## src/rtl/if_fetch_queue.sv

```systemverilog
// ---------------------------------------------------------------------------
// if_fetch_queue
//
// Purpose:
//   Instruction-fetch front end. It owns the fetch PC and issues in-order
//   requests to instruction memory over a valid/ready channel. In-order
//   responses are paired with their PC and stored in a QUEUE_DEPTH-entry
//   prefetch queue, which feeds decode through a valid/ready handshake.
//   A branch redirect reloads the PC, flushes the queue and discards any
//   responses still in flight for the old path.
//
// Handshakes:
//   A transfer happens on a rising clk edge where valid & ready are both 1.
//   The producer holds valid and its payload stable until that edge. The
//   only exception is redirect, which may withdraw imem_req_valid and
//   out_valid in any cycle. imem_rsp_valid has no ready and is always taken.
//
// Ports:
//   clk                                  clock, rising edge
//   rst                                  asynchronous, active-low reset
//   redirect / redirect_pc               branch taken, new fetch target
//   imem_req_valid/ready/addr            request channel to instruction memory
//   imem_rsp_valid/data                  in-order response, no backpressure
//   out_valid/ready                      queue head handshake to decode
//   out_pc/out_pc_next/out_instr         queue head payload
//   perf_stall_cnt / perf_flush_cnt      present only with IF_PERF_CNT_EN
//
// Configuration:
//   IF_PERF_CNT_EN  when defined, adds saturating 32-bit stall and flush
//                   counters.
// ---------------------------------------------------------------------------
module if_fetch_queue #(
    parameter int unsigned ADDR_W      = 32,
    parameter int unsigned DATA_W      = 32,
    parameter logic [ADDR_W-1:0] RESET_PC = '0,
    parameter int unsigned PC_STEP     = 4,
    parameter int unsigned QUEUE_DEPTH = 4
) (
    input  logic              clk,
    input  logic              rst,
    input  logic              redirect,
    input  logic [ADDR_W-1:0] redirect_pc,
    output logic              imem_req_valid,
    input  logic              imem_req_ready,
    output logic [ADDR_W-1:0] imem_req_addr,
    input  logic              imem_rsp_valid,
    input  logic [DATA_W-1:0] imem_rsp_data,
    output logic              out_valid,
    input  logic              out_ready,
    output logic [ADDR_W-1:0] out_pc,
    output logic [ADDR_W-1:0] out_pc_next,
    output logic [DATA_W-1:0] out_instr
`ifdef IF_PERF_CNT_EN
    ,
    output logic [31:0]       perf_stall_cnt,
    output logic [31:0]       perf_flush_cnt
`endif
);

    localparam int unsigned PW = (QUEUE_DEPTH > 1) ? $clog2(QUEUE_DEPTH) : 1;
    localparam int unsigned CW = PW + 1;
    localparam logic [ADDR_W-1:0] LP_STEP = ADDR_W'(PC_STEP);

    logic [ADDR_W-1:0] r_fetch_pc;
    logic [CW-1:0]     r_count;
    logic [CW-1:0]     r_inflight;
    logic [CW-1:0]     r_discard;

    // Prefetch queue storage and pointers.
    logic [ADDR_W-1:0] r_q_pc    [QUEUE_DEPTH];
    logic [DATA_W-1:0] r_q_instr [QUEUE_DEPTH];
    logic [PW-1:0]     r_q_rptr;
    logic [PW-1:0]     r_q_wptr;

    // PC tag FIFO: one entry per live (non-discarded) outstanding request.
    logic [ADDR_W-1:0] r_tag     [QUEUE_DEPTH];
    logic [PW-1:0]     r_tag_rptr;
    logic [PW-1:0]     r_tag_wptr;

    logic [CW:0]       w_used;
    logic              w_credit;
    logic              w_req_valid;
    logic              w_req_fire;
    logic              w_head_valid;
    logic              w_pop;
    logic              w_rsp_drop;
    logic              w_push;
    logic [ADDR_W-1:0] w_head_pc;

    // Queued entries plus outstanding requests may never exceed the queue
    // size, so every response is guaranteed a free slot on arrival.
    assign w_used       = {1'b0, r_count} + {1'b0, r_inflight};
    assign w_credit     = (w_used < (CW+1)'(QUEUE_DEPTH));
    assign w_req_valid  = w_credit & ~redirect;
    assign w_req_fire   = w_req_valid & imem_req_ready;
    assign w_head_valid = (r_count != '0);
    assign w_pop        = w_head_valid & ~redirect & out_ready;
    assign w_rsp_drop   = imem_rsp_valid & (r_discard != '0);
    assign w_push       = imem_rsp_valid & (r_discard == '0) & ~redirect;
    assign w_head_pc    = r_q_pc[r_q_rptr];

    assign imem_req_valid = w_req_valid;
    assign imem_req_addr  = r_fetch_pc;
    assign out_valid      = w_head_valid & ~redirect;
    // Head payload reads as zero while the queue is empty.
    assign out_pc         = w_head_valid ? w_head_pc : '0;
    assign out_pc_next    = w_head_valid ? (w_head_pc + LP_STEP) : '0;
    assign out_instr      = w_head_valid ? r_q_instr[r_q_rptr] : '0;

    always_ff @(posedge clk or negedge rst) begin
        if (!rst) begin
            r_fetch_pc <= RESET_PC;
            r_count    <= '0;
            r_inflight <= '0;
            r_discard  <= '0;
            r_q_rptr   <= '0;
            r_q_wptr   <= '0;
            r_tag_rptr <= '0;
            r_tag_wptr <= '0;
        end else if (redirect) begin
            r_fetch_pc <= redirect_pc;
            r_count    <= '0;
            r_q_rptr   <= '0;
            r_q_wptr   <= '0;
            r_tag_rptr <= '0;
            r_tag_wptr <= '0;
            // Everything still outstanding after this edge is for the old
            // path. A response arriving this cycle is already dropped.
            r_inflight <= r_inflight - CW'(imem_rsp_valid);
            r_discard  <= r_inflight - CW'(imem_rsp_valid);
        end else begin
            if (w_req_fire) begin
                r_fetch_pc <= r_fetch_pc + LP_STEP;
                r_tag_wptr <= r_tag_wptr + 1'b1;
            end
            if (w_push) begin
                r_q_wptr   <= r_q_wptr + 1'b1;
                r_tag_rptr <= r_tag_rptr + 1'b1;
            end
            if (w_pop) begin
                r_q_rptr <= r_q_rptr + 1'b1;
            end
            if (w_rsp_drop) begin
                r_discard <= r_discard - 1'b1;
            end
            r_count    <= r_count + CW'(w_push) - CW'(w_pop);
            r_inflight <= r_inflight + CW'(w_req_fire) - CW'(imem_rsp_valid);
        end
    end

    // Storage arrays need no reset: the counters and pointers decide what
    // is valid, and the head outputs are zeroed while empty.
    always_ff @(posedge clk) begin
        if (w_req_fire) begin
            r_tag[r_tag_wptr] <= r_fetch_pc;
        end
        if (w_push) begin
            r_q_pc[r_q_wptr]    <= r_tag[r_tag_rptr];
            r_q_instr[r_q_wptr] <= imem_rsp_data;
        end
    end

`ifdef IF_PERF_CNT_EN
    logic [31:0] r_stall_cnt;
    logic [31:0] r_flush_cnt;
    logic        w_flush_drops;

    // A redirect costs work only when the queue holds entries or
    // live (not already discarded) requests are outstanding.
    assign w_flush_drops = redirect & (w_head_valid | (r_inflight != r_discard));

    always_ff @(posedge clk or negedge rst) begin
        if (!rst) begin
            r_stall_cnt <= '0;
            r_flush_cnt <= '0;
        end else begin
            if (!w_head_valid && !redirect && (r_stall_cnt != '1)) begin
                r_stall_cnt <= r_stall_cnt + 1'b1;
            end
            if (w_flush_drops && (r_flush_cnt != '1)) begin
                r_flush_cnt <= r_flush_cnt + 1'b1;
            end
        end
    end

    assign perf_stall_cnt = r_stall_cnt;
    assign perf_flush_cnt = r_flush_cnt;
`endif

endmodule

```

## config.mk

```make
export PLATFORM = sky130hd
export DESIGN_NAME = if_fetch_queue
export DESIGN_NICKNAME = d
export VERILOG_FILES = /design/src/rtl/if_fetch_queue.sv
export SDC_FILE = /design/constraint.sdc
export NUM_CORES = 1
export LEC_CHECK = 0
export BUFFER_PORTS_ARGS = -buffer_cell sky130_fd_sc_hd__buf_2
export CAP_MARGIN = 20
export CORE_AREA = 4 4 181 183
export DETAILED_ROUTE_END_ITERATION = 8
export DIE_AREA = 0 0 185 187
export GPL_ROUTABILITY_DRIVEN = 0
export GPL_TIMING_DRIVEN = 0
export HOLD_SLACK_MARGIN = 0.08
export PLACE_DENSITY = 0.81
export SYNTH_ARGS = -nofsm -noshare
export SYNTH_HDL_FRONTEND = slang
export SYNTH_SLANG_ARGS = --single-unit
```

## constraint.sdc

```tcl
create_clock -name clk -period 3.5 [get_ports clk]
set_input_delay 0 -clock clk [delete_from_list [all_inputs] [get_ports clk]]
set_output_delay 0 -clock clk [all_outputs]
set_load 0.005 [all_outputs]
```

==> reports/metrics.csv, run 1 <==
stage,metric,value,unit
run_status,status,"complete, no violations",
yosys,seq_area_frac_synth,0.705,
worst_hold_path,min_path_type,primary input to register,
routing,drt-initial-drc-count,1339,
global_routing,antenna_found_initial,0,
clocking,root_buffer,clkbuf_16,
yosys,yosysWarnings,0,
critical_path,critPathLaunchType,register,
critical_path,criticalPathCategory,register to primary output,
critical_path,cp_max_fo,10,
clocking,clkLatencyLatePin,0.55,ns
yosys,syn_area_per_cell,17.3,µm²
timing,tightestPinTransition,1.01,ns
worst_hold_path,hold_path_depth,5,
routing,antenna_left,0,
final_layout,multi_input_area,0.00503,mm²
yosys,synth_edf_count,384,
die,initial_core_util,0.580,
yosys,synthArstFlopShare,0.113,
global_routing,grt_pass1_wl,67.2,mm
timing,finClkSkew,0.0104,ns
timing,whs,0.140,ns
routing,drt_pass1_iterations,5,
yosys,yosys_register_bits,433,
die,ios,200,
final_layout,area_growth,20.9,%
power,p_per_area,686,mW/mm²
clocking,post-cts-setup-buffer-count,0,
power,p_leak,7.77,nW
global_routing,grt_overflow,0,
final_layout,final_area,0.0219,mm²
final_layout,utilization,0.700,
die,num_rows,65,
flow_run,cap_violations,0,
timing,drv_slew,0,
timing,setup_viol_count_final,0,
placement,place_hpwl,26.8,mm
clocking,numCtsBuffers,43,
yosys,syn_nets,1139,
critical_path,cp-end-kind,primary output,
final_layout,stdcell_count,1799,
placement,portBuffers,199,
die,die_w,185,µm
routing,via_count,11200,
clocking,h-tree-depth,2,
final_layout,final_cell_mix,"edfxtp_1 (384), buf_2 (205), mux4_2 (92)",
clocking,cts_buffer_depth,3,
yosys,ys_types,51,
critical_path,critPathRequiredTime,3.50,ns
timing,slew_headroom,0.321,
power,ir_drop,0.517,mV
routing,drc,0,
clocking,cts_tree,done,
die,die_h,187,µm
yosys,synth_cells,1047,
timing,fmax,296,MHz
timing,rsz0062_at_grt,false,
timing,fin_crit_sh,0.964,
placement,dpl_cell_area,0.0198,mm²
clocking,clkTransAtPathRegs,0.06,ns
global_routing,grt_pass1_vias,11500,
global_routing,gr-usage-all-layers,0.253,
die,coreArea,0.0312,mm²
final_layout,n_antenna_cell,0,
routing,drt-total-wl,43.9,mm
final_layout,fill_cells,1961,
clocking,clock_sinks,433,
final_layout,nNetsFinal,1456,
final_layout,area.sequential,0.0128,mm²
routing,post_drt_wl_per_cell,24.4,µm
timing,min_period,3.37,ns
yosys,synth_ff_type,edfxtp_1,
placement,dp.cells,1654,
final_layout,drive_gt1_frac,0.289,
global_routing,grt_max_degree,60,
yosys,syn_area,0.0181,mm²
die,die_area,0.0346,mm²
routing,viasPerCell,6.21,
final_layout,final_common_cell,edfxtp_1,
critical_path,rr_worst_depth,12,
critical_path,cp.arrival,3.37,ns
timing,final_hold_viol_count,0,
## power breakdown
group / total [W] / internal [W] / switching (W)
sequential: 0.00648 / 0.00613 / 0.000345
combinational: 0.00396 / 0.00173 / 0.00223
clock: 0.00457 / 0.00264 / 0.00193
## cells in the mapped netlist, types with 15 or more instances
library cell	n	area (µm²)
mux4_2	92	2070
nand3_1	31	155
clkbuf_1	30	113
nand4_1	23	144
a21oi_1	16	80.1
dfrtp_1	49	1230
inv_1	24	90.1
nand2_1	47	176
and2_1	80	500
nor2_1	51	191
xnor2_1	15	131
ha_1	20	250
o21ai_0	27	135
edfxtp_1	384	11500
## stage by stage
stage                     power, W  setup TNS [ns]  worst slack (ns)
after floorplan            0.00872               0             0.362
after global placement      0.0102         -260.93            -0.768
after detailed placement    0.0104           -4.60            -0.188
after CTS                   0.0150               0            0.0217
after global routing        0.0157               0            0.0199
final                       0.0150               0             0.127
## final timing paths
| kind | slack [ns] | endpoint | startpoint |
|---|---|---|---|
| max reg2reg | 0.17 | r_inflight[2]$_DFF_PN0_ | r_count[2]$_DFF_PN0_ |
| max | 0.13 | out_pc_next[31] | r_q_rptr[0]$_DFFE_PN0P_ |
| min in group asynchronous | 0.54 | imem_req_addr[21]$_DFFE_PN0N_ | rst |
| min reg2reg | 0.52 | r_inflight[2]$_DFF_PN0_ | r_inflight[2]$_DFF_PN0_ |
| max in group asynchronous | 2.77 | r_q_rptr[0]$_DFFE_PN0P_ | rst |
| min | 0.14 | imem_req_addr[29]$_DFFE_PN0N_ | redirect |
## critical path: stages, from the launching register on
cell and delay [ns]:
dfrtp_2 0.45, buf_6 0.18, mux4_2 0.48, nand4_1 0.20
or3_1 0.35, buf_2 0.17, or4_1 0.53, a21oi_1 0.28
buf_2 0.17
## flip-flops by register name, indices dropped and copies added, names as in the netlist
register,flops
r_q_wptr,2
r_q_rptr,2
r_tag,128
r_q_instr,128
r_count,3
r_inflight,3
r_tag_rptr,2
r_tag_wptr,2
r_discard,3
r_q_pc,128
imem_req_addr,32
## routing by layer
| layer | vias to the layer above | global-route usage | wire length (µm) |
|---|---|---|---|
| met5 | - | 0 | 0 |
| met4 | 0 | 0.0641 | 1020 |
| met3 | 116 | 0.0412 | 3860 |
| met2 | 740 | 0.431 | 22200 |
| met1 | 5539 | 0.346 | 16800 |
| li1 | 4777 | - | - |
## logic make-up after synthesis
logic type | synth area share
XOR/XNOR | 0.0136
multiplexers | 0.129
AND/OR/NAND/NOR | 0.0893
AO/OA/AOI/OAI | 0.0287
adder cells (fa/ha/maj) | 0.0160
flip-flops | 0.705
buffers and inverters | 0.0185
## layout make-up
cell class / count / share of cell area
timing repair buffer: 275 / 0.0843
inverter: 24 / 0.00412
multi-input combinational: 537 / 0.230
buffer: 50 / 0.0115
clock buffer: 55 / 0.0526
sequential: 433 / 0.583
clock inverter: 23 / 0.0112
tap: 402 / 0.0230
## what timing repair did
item | CTS | global route
resized for setup | 9 | 8
hold endpoints to repair | 219 | 0
gates cloned | 0 | 0
hold buffers | 70 | 0
endpoints found under the setup margin | 164 | 23
Power figures use the tool's default switching activity.
==> run 2, diff against run 1 <==
- GPL_TIMING_DRIVEN: 0 -> default
- PLACE_DENSITY: 0.81 -> 0.89
==> run 2 against run 1 <==
Against the previous run: cell area fell by 1.1%; sequential cell count did not move; clock power fell by 4%; wire length fell by 1.5%; total power fell by 2.1%; worst setup slack improved by 0.049 ns; global-route usage fell by 0.65 points; highest routed layer unchanged; maximum frequency rose by 1.5%; largest power group unchanged; hold slack got worse by 0.021 ns; clock skew rose by 0.012 ns; sequential share of layout area rose by 0.67 points; first-iteration DRC count fell by 9.7%.
==> reports/metrics.csv, run 2 (synthesized netlist as in run 1, its figures left out) <==
stage,metric,value,unit,change
run_status,status,"complete, no violations",,unchanged
power,combinationalPowerShare,0.256,,was 0.264
final_layout,n_antenna_cell,0,,unchanged
timing,tightestPinTransition,0.907,ns,was 1.01 ns
critical_path,cp-end-kind,primary output,,unchanged
timing,min_period,3.32,ns,was 3.37 ns
final_layout,nNetsFinal,1424,,was 1456
final_layout,final_common_cell,edfxtp_1,,unchanged
timing,rsz0062_at_grt,false,,unchanged
timing,fmax,301,MHz,was 296 MHz
global_routing,grt_util_met3,0.0397,,was 0.0412
critical_path,rr_worst_depth,11,,was 12
clocking,root_buffer,clkbuf_16,,unchanged
final_layout,stdcell_count,1765,,was 1799
routing,antenna_left,0,,unchanged
die,coreArea,0.0312,mm²,unchanged
clocking,clkLatencyLatePin,0.54,ns,was 0.55 ns
die,ios,200,,unchanged
routing,drt_pass1_iterations,5,,unchanged
global_routing,grt_use_met2,0.412,,was 0.431
critical_path,critPathRequiredTime,3.50,ns,about the same
clocking,numCtsBuffers,43,,unchanged
final_layout,utilization,0.693,,was 0.700
die,num_rows,65,,unchanged
critical_path,crit_path_start,r_q_rptr[0]$_DFFE_PN0P_,,unchanged
power,swShare,0.295,,was 0.300
routing,post_drt_wl_per_cell,24.5,µm,was 24.4 µm
global_routing,gr-usage-all-layers,0.247,,was 0.253
critical_path,criticalPathCategory,register to primary output,,unchanged
power,p_leak,7.67,nW,was 7.77 nW
power,p_sw,0.00433,W,was 0.00451 W
global_routing,use_met1,0.347,,was 0.346
timing,fin_setup_tns,0,ns,unchanged
critical_path,critPathLaunchType,register,,unchanged
global_routing,grt_busiest_layer,met2,,unchanged
die,die_h,187,µm,unchanged
clocking,cts_tree,done,,unchanged
global_routing,grt_max_degree,65,,was 60
clocking,cts_buffer_depth,3,,unchanged
power,power_frac_seq,0.444,,was 0.432
timing,fin_ws,0.176,ns,was 0.127 ns
power,ir_drop,0.426,mV,was 0.517 mV
flow_run,cap_violations,0,,unchanged
placement,portBuffers,199,,unchanged
critical_path,cp_max_fo,16,,was 10
timing,slew_headroom,0.390,,was 0.321
power,internal-power,0.0104,W,was 0.0105 W
global_routing,grt_pass1_vias,11200,,was 11.5k
power,p_per_area,679,mW/mm²,was 686 mW/mm²
placement,place_hpwl,25.1,mm,was 26.8 mm
routing,via_count,11000,,was 11.2k
clocking,clock_sinks,433,,unchanged
timing,drv_slew,0,,unchanged
timing,setup_viol_count_final,0,,unchanged
placement,dpl_worst_slack,0.629,ns,was -0.188 ns
clocking,clkTransAtPathRegs,0.06,ns,about the same
final_layout,drive_gt1_frac,0.293,,was 0.289
power,p_clk_frac,0.299,,was 0.305
critical_path,reg2reg_from,r_count[2]$_DFF_PN0_,,unchanged
timing,fin_crit_sh,0.950,,was 0.964
worst_hold_path,min_path_type,primary input to async pin,,was primary input to register
timing,final_hold_viol_count,0,,unchanged
critical_path,reg2reg_slack,0.59,ns,was 0.17 ns
routing,drt-initial-drc-count,1209,,was 1339
final_layout,top_regs,"r_q_instr x128, r_q_pc x128, r_tag x128",,unchanged
die,die_area,0.0346,mm²,unchanged
routing,viasPerCell,6.25,,was 6.21
global_routing,grt_pass1_wl,65.8,mm,was 67.2 mm
placement,dp.cells,1619,,was 1654
die,initial_core_util,0.580,,unchanged
final_layout,final_cell_mix,"edfxtp_1 (384), buf_2 (199), mux4_2 (92)",,"was edfxtp_1 (384), buf_2 (205), mux4_2 (92)"
final_layout,area_growth,19.6,%,was 20.9%
clocking,h-tree-depth,2,,unchanged
global_routing,antenna_found_initial,0,,unchanged
routing,drc,0,,unchanged
critical_path,timing.rr.end,r_inflight[2]$_DFF_PN0_,,unchanged
routing,drt-total-wl,43.2,mm,was 43.9 mm
global_routing,grt_overflow,0,,unchanged
die,die_w,185,µm,unchanged
timing,finClkSkew,0.0224,ns,was 0.0104 ns
critical_path,cp.arrival,3.32,ns,was 3.37 ns
==> run 2: changes by cell type in the layout (fill, tap and decap cells not counted), sizes merged <==
cell | previous run | this run
buf | 229 | 224
clkbuf | 82 | 54
clkinvlp | 1 | 2
inv | 27 | 25
==> run 2: power by group through the flow <==
stage / clock [W] / sequential (W) / combinational (W)
after floorplan: 0 / 0.00644 / 0.00229
after global placement: 0 / 0.00660 / 0.00349
after detailed placement: 0 / 0.00664 / 0.00358
after CTS: 0.00447 / 0.00655 / 0.00369
after global routing: 0.00471 / 0.00657 / 0.00410
final: 0.00440 / 0.00653 / 0.00377
==> run 2: how the worst max path moves through the flow <==
stage                                          to  cells after the start
after global routing              out_pc_next[31]                      6
after detailed placement  r_inflight[2]$_DFF_PN0_                     11
after CTS                         out_pc_next[31]                      6
final                             out_pc_next[27]                      7
after global placement            out_pc_next[27]                      6
after floorplan           r_inflight[2]$_DFF_PN0_                     14
==> run 2: critical path: stages, from the launching register on <==
cell and delay [ns]:
dfrtp_4 0.62, buf_12 0.23, mux4_2 0.43, and4_1 0.25, nand2_1 0.21, or4_1 0.57, a21oi_1 0.30, buf_2 0.18
==> run 2: timing repair <==
| item | in CTS | in global routing |
|---|---|---|
| endpoints found under the setup margin | 0 | 3 |
| buffers inserted | 0 | 1 |
| hold endpoints to repair | 203 | 0 |
| hold buffers | 69 | 0 |
| resized for setup | 0 | 1 |
==> run 2: per-layer routing <==
layer / part of all wire / up-vias / routed length (µm)
met5: 0 / - / 0
met4: 0.026 / 0 / 1140
met3: 0.092 / 94 / 3990
met2: 0.50 / 742 / 21600
met1: 0.38 / 5503 / 16400
li1: - / 4699 / -
==> run 2: per-stage QoR <==
| step | hold WS (ns) | instance area (µm²) | power [W] |
|---|---|---|---|
| final | 0.120 | 21600 | 0.0147 |
| after global placement | 0.148 | 19600 | 0.0101 |
| after detailed placement | 0.147 | 19600 | 0.0102 |
| after CTS | 0.112 | 21600 | 0.0147 |
| after floorplan | -0.296 | 18100 | 0.00872 |
| after global routing | 0.158 | 21600 | 0.0154 |
==> run 2: final cells by class <==
type | count | area [µm²]
tap | 402 | 503
clock buffer | 54 | 1120
clock inverter | 22 | 206
multi-input combinational | 537 | 5020
inverter | 24 | 90.1
sequential | 433 | 12800
fill | 1864 | 9590
timing repair buffer | 293 | 1940
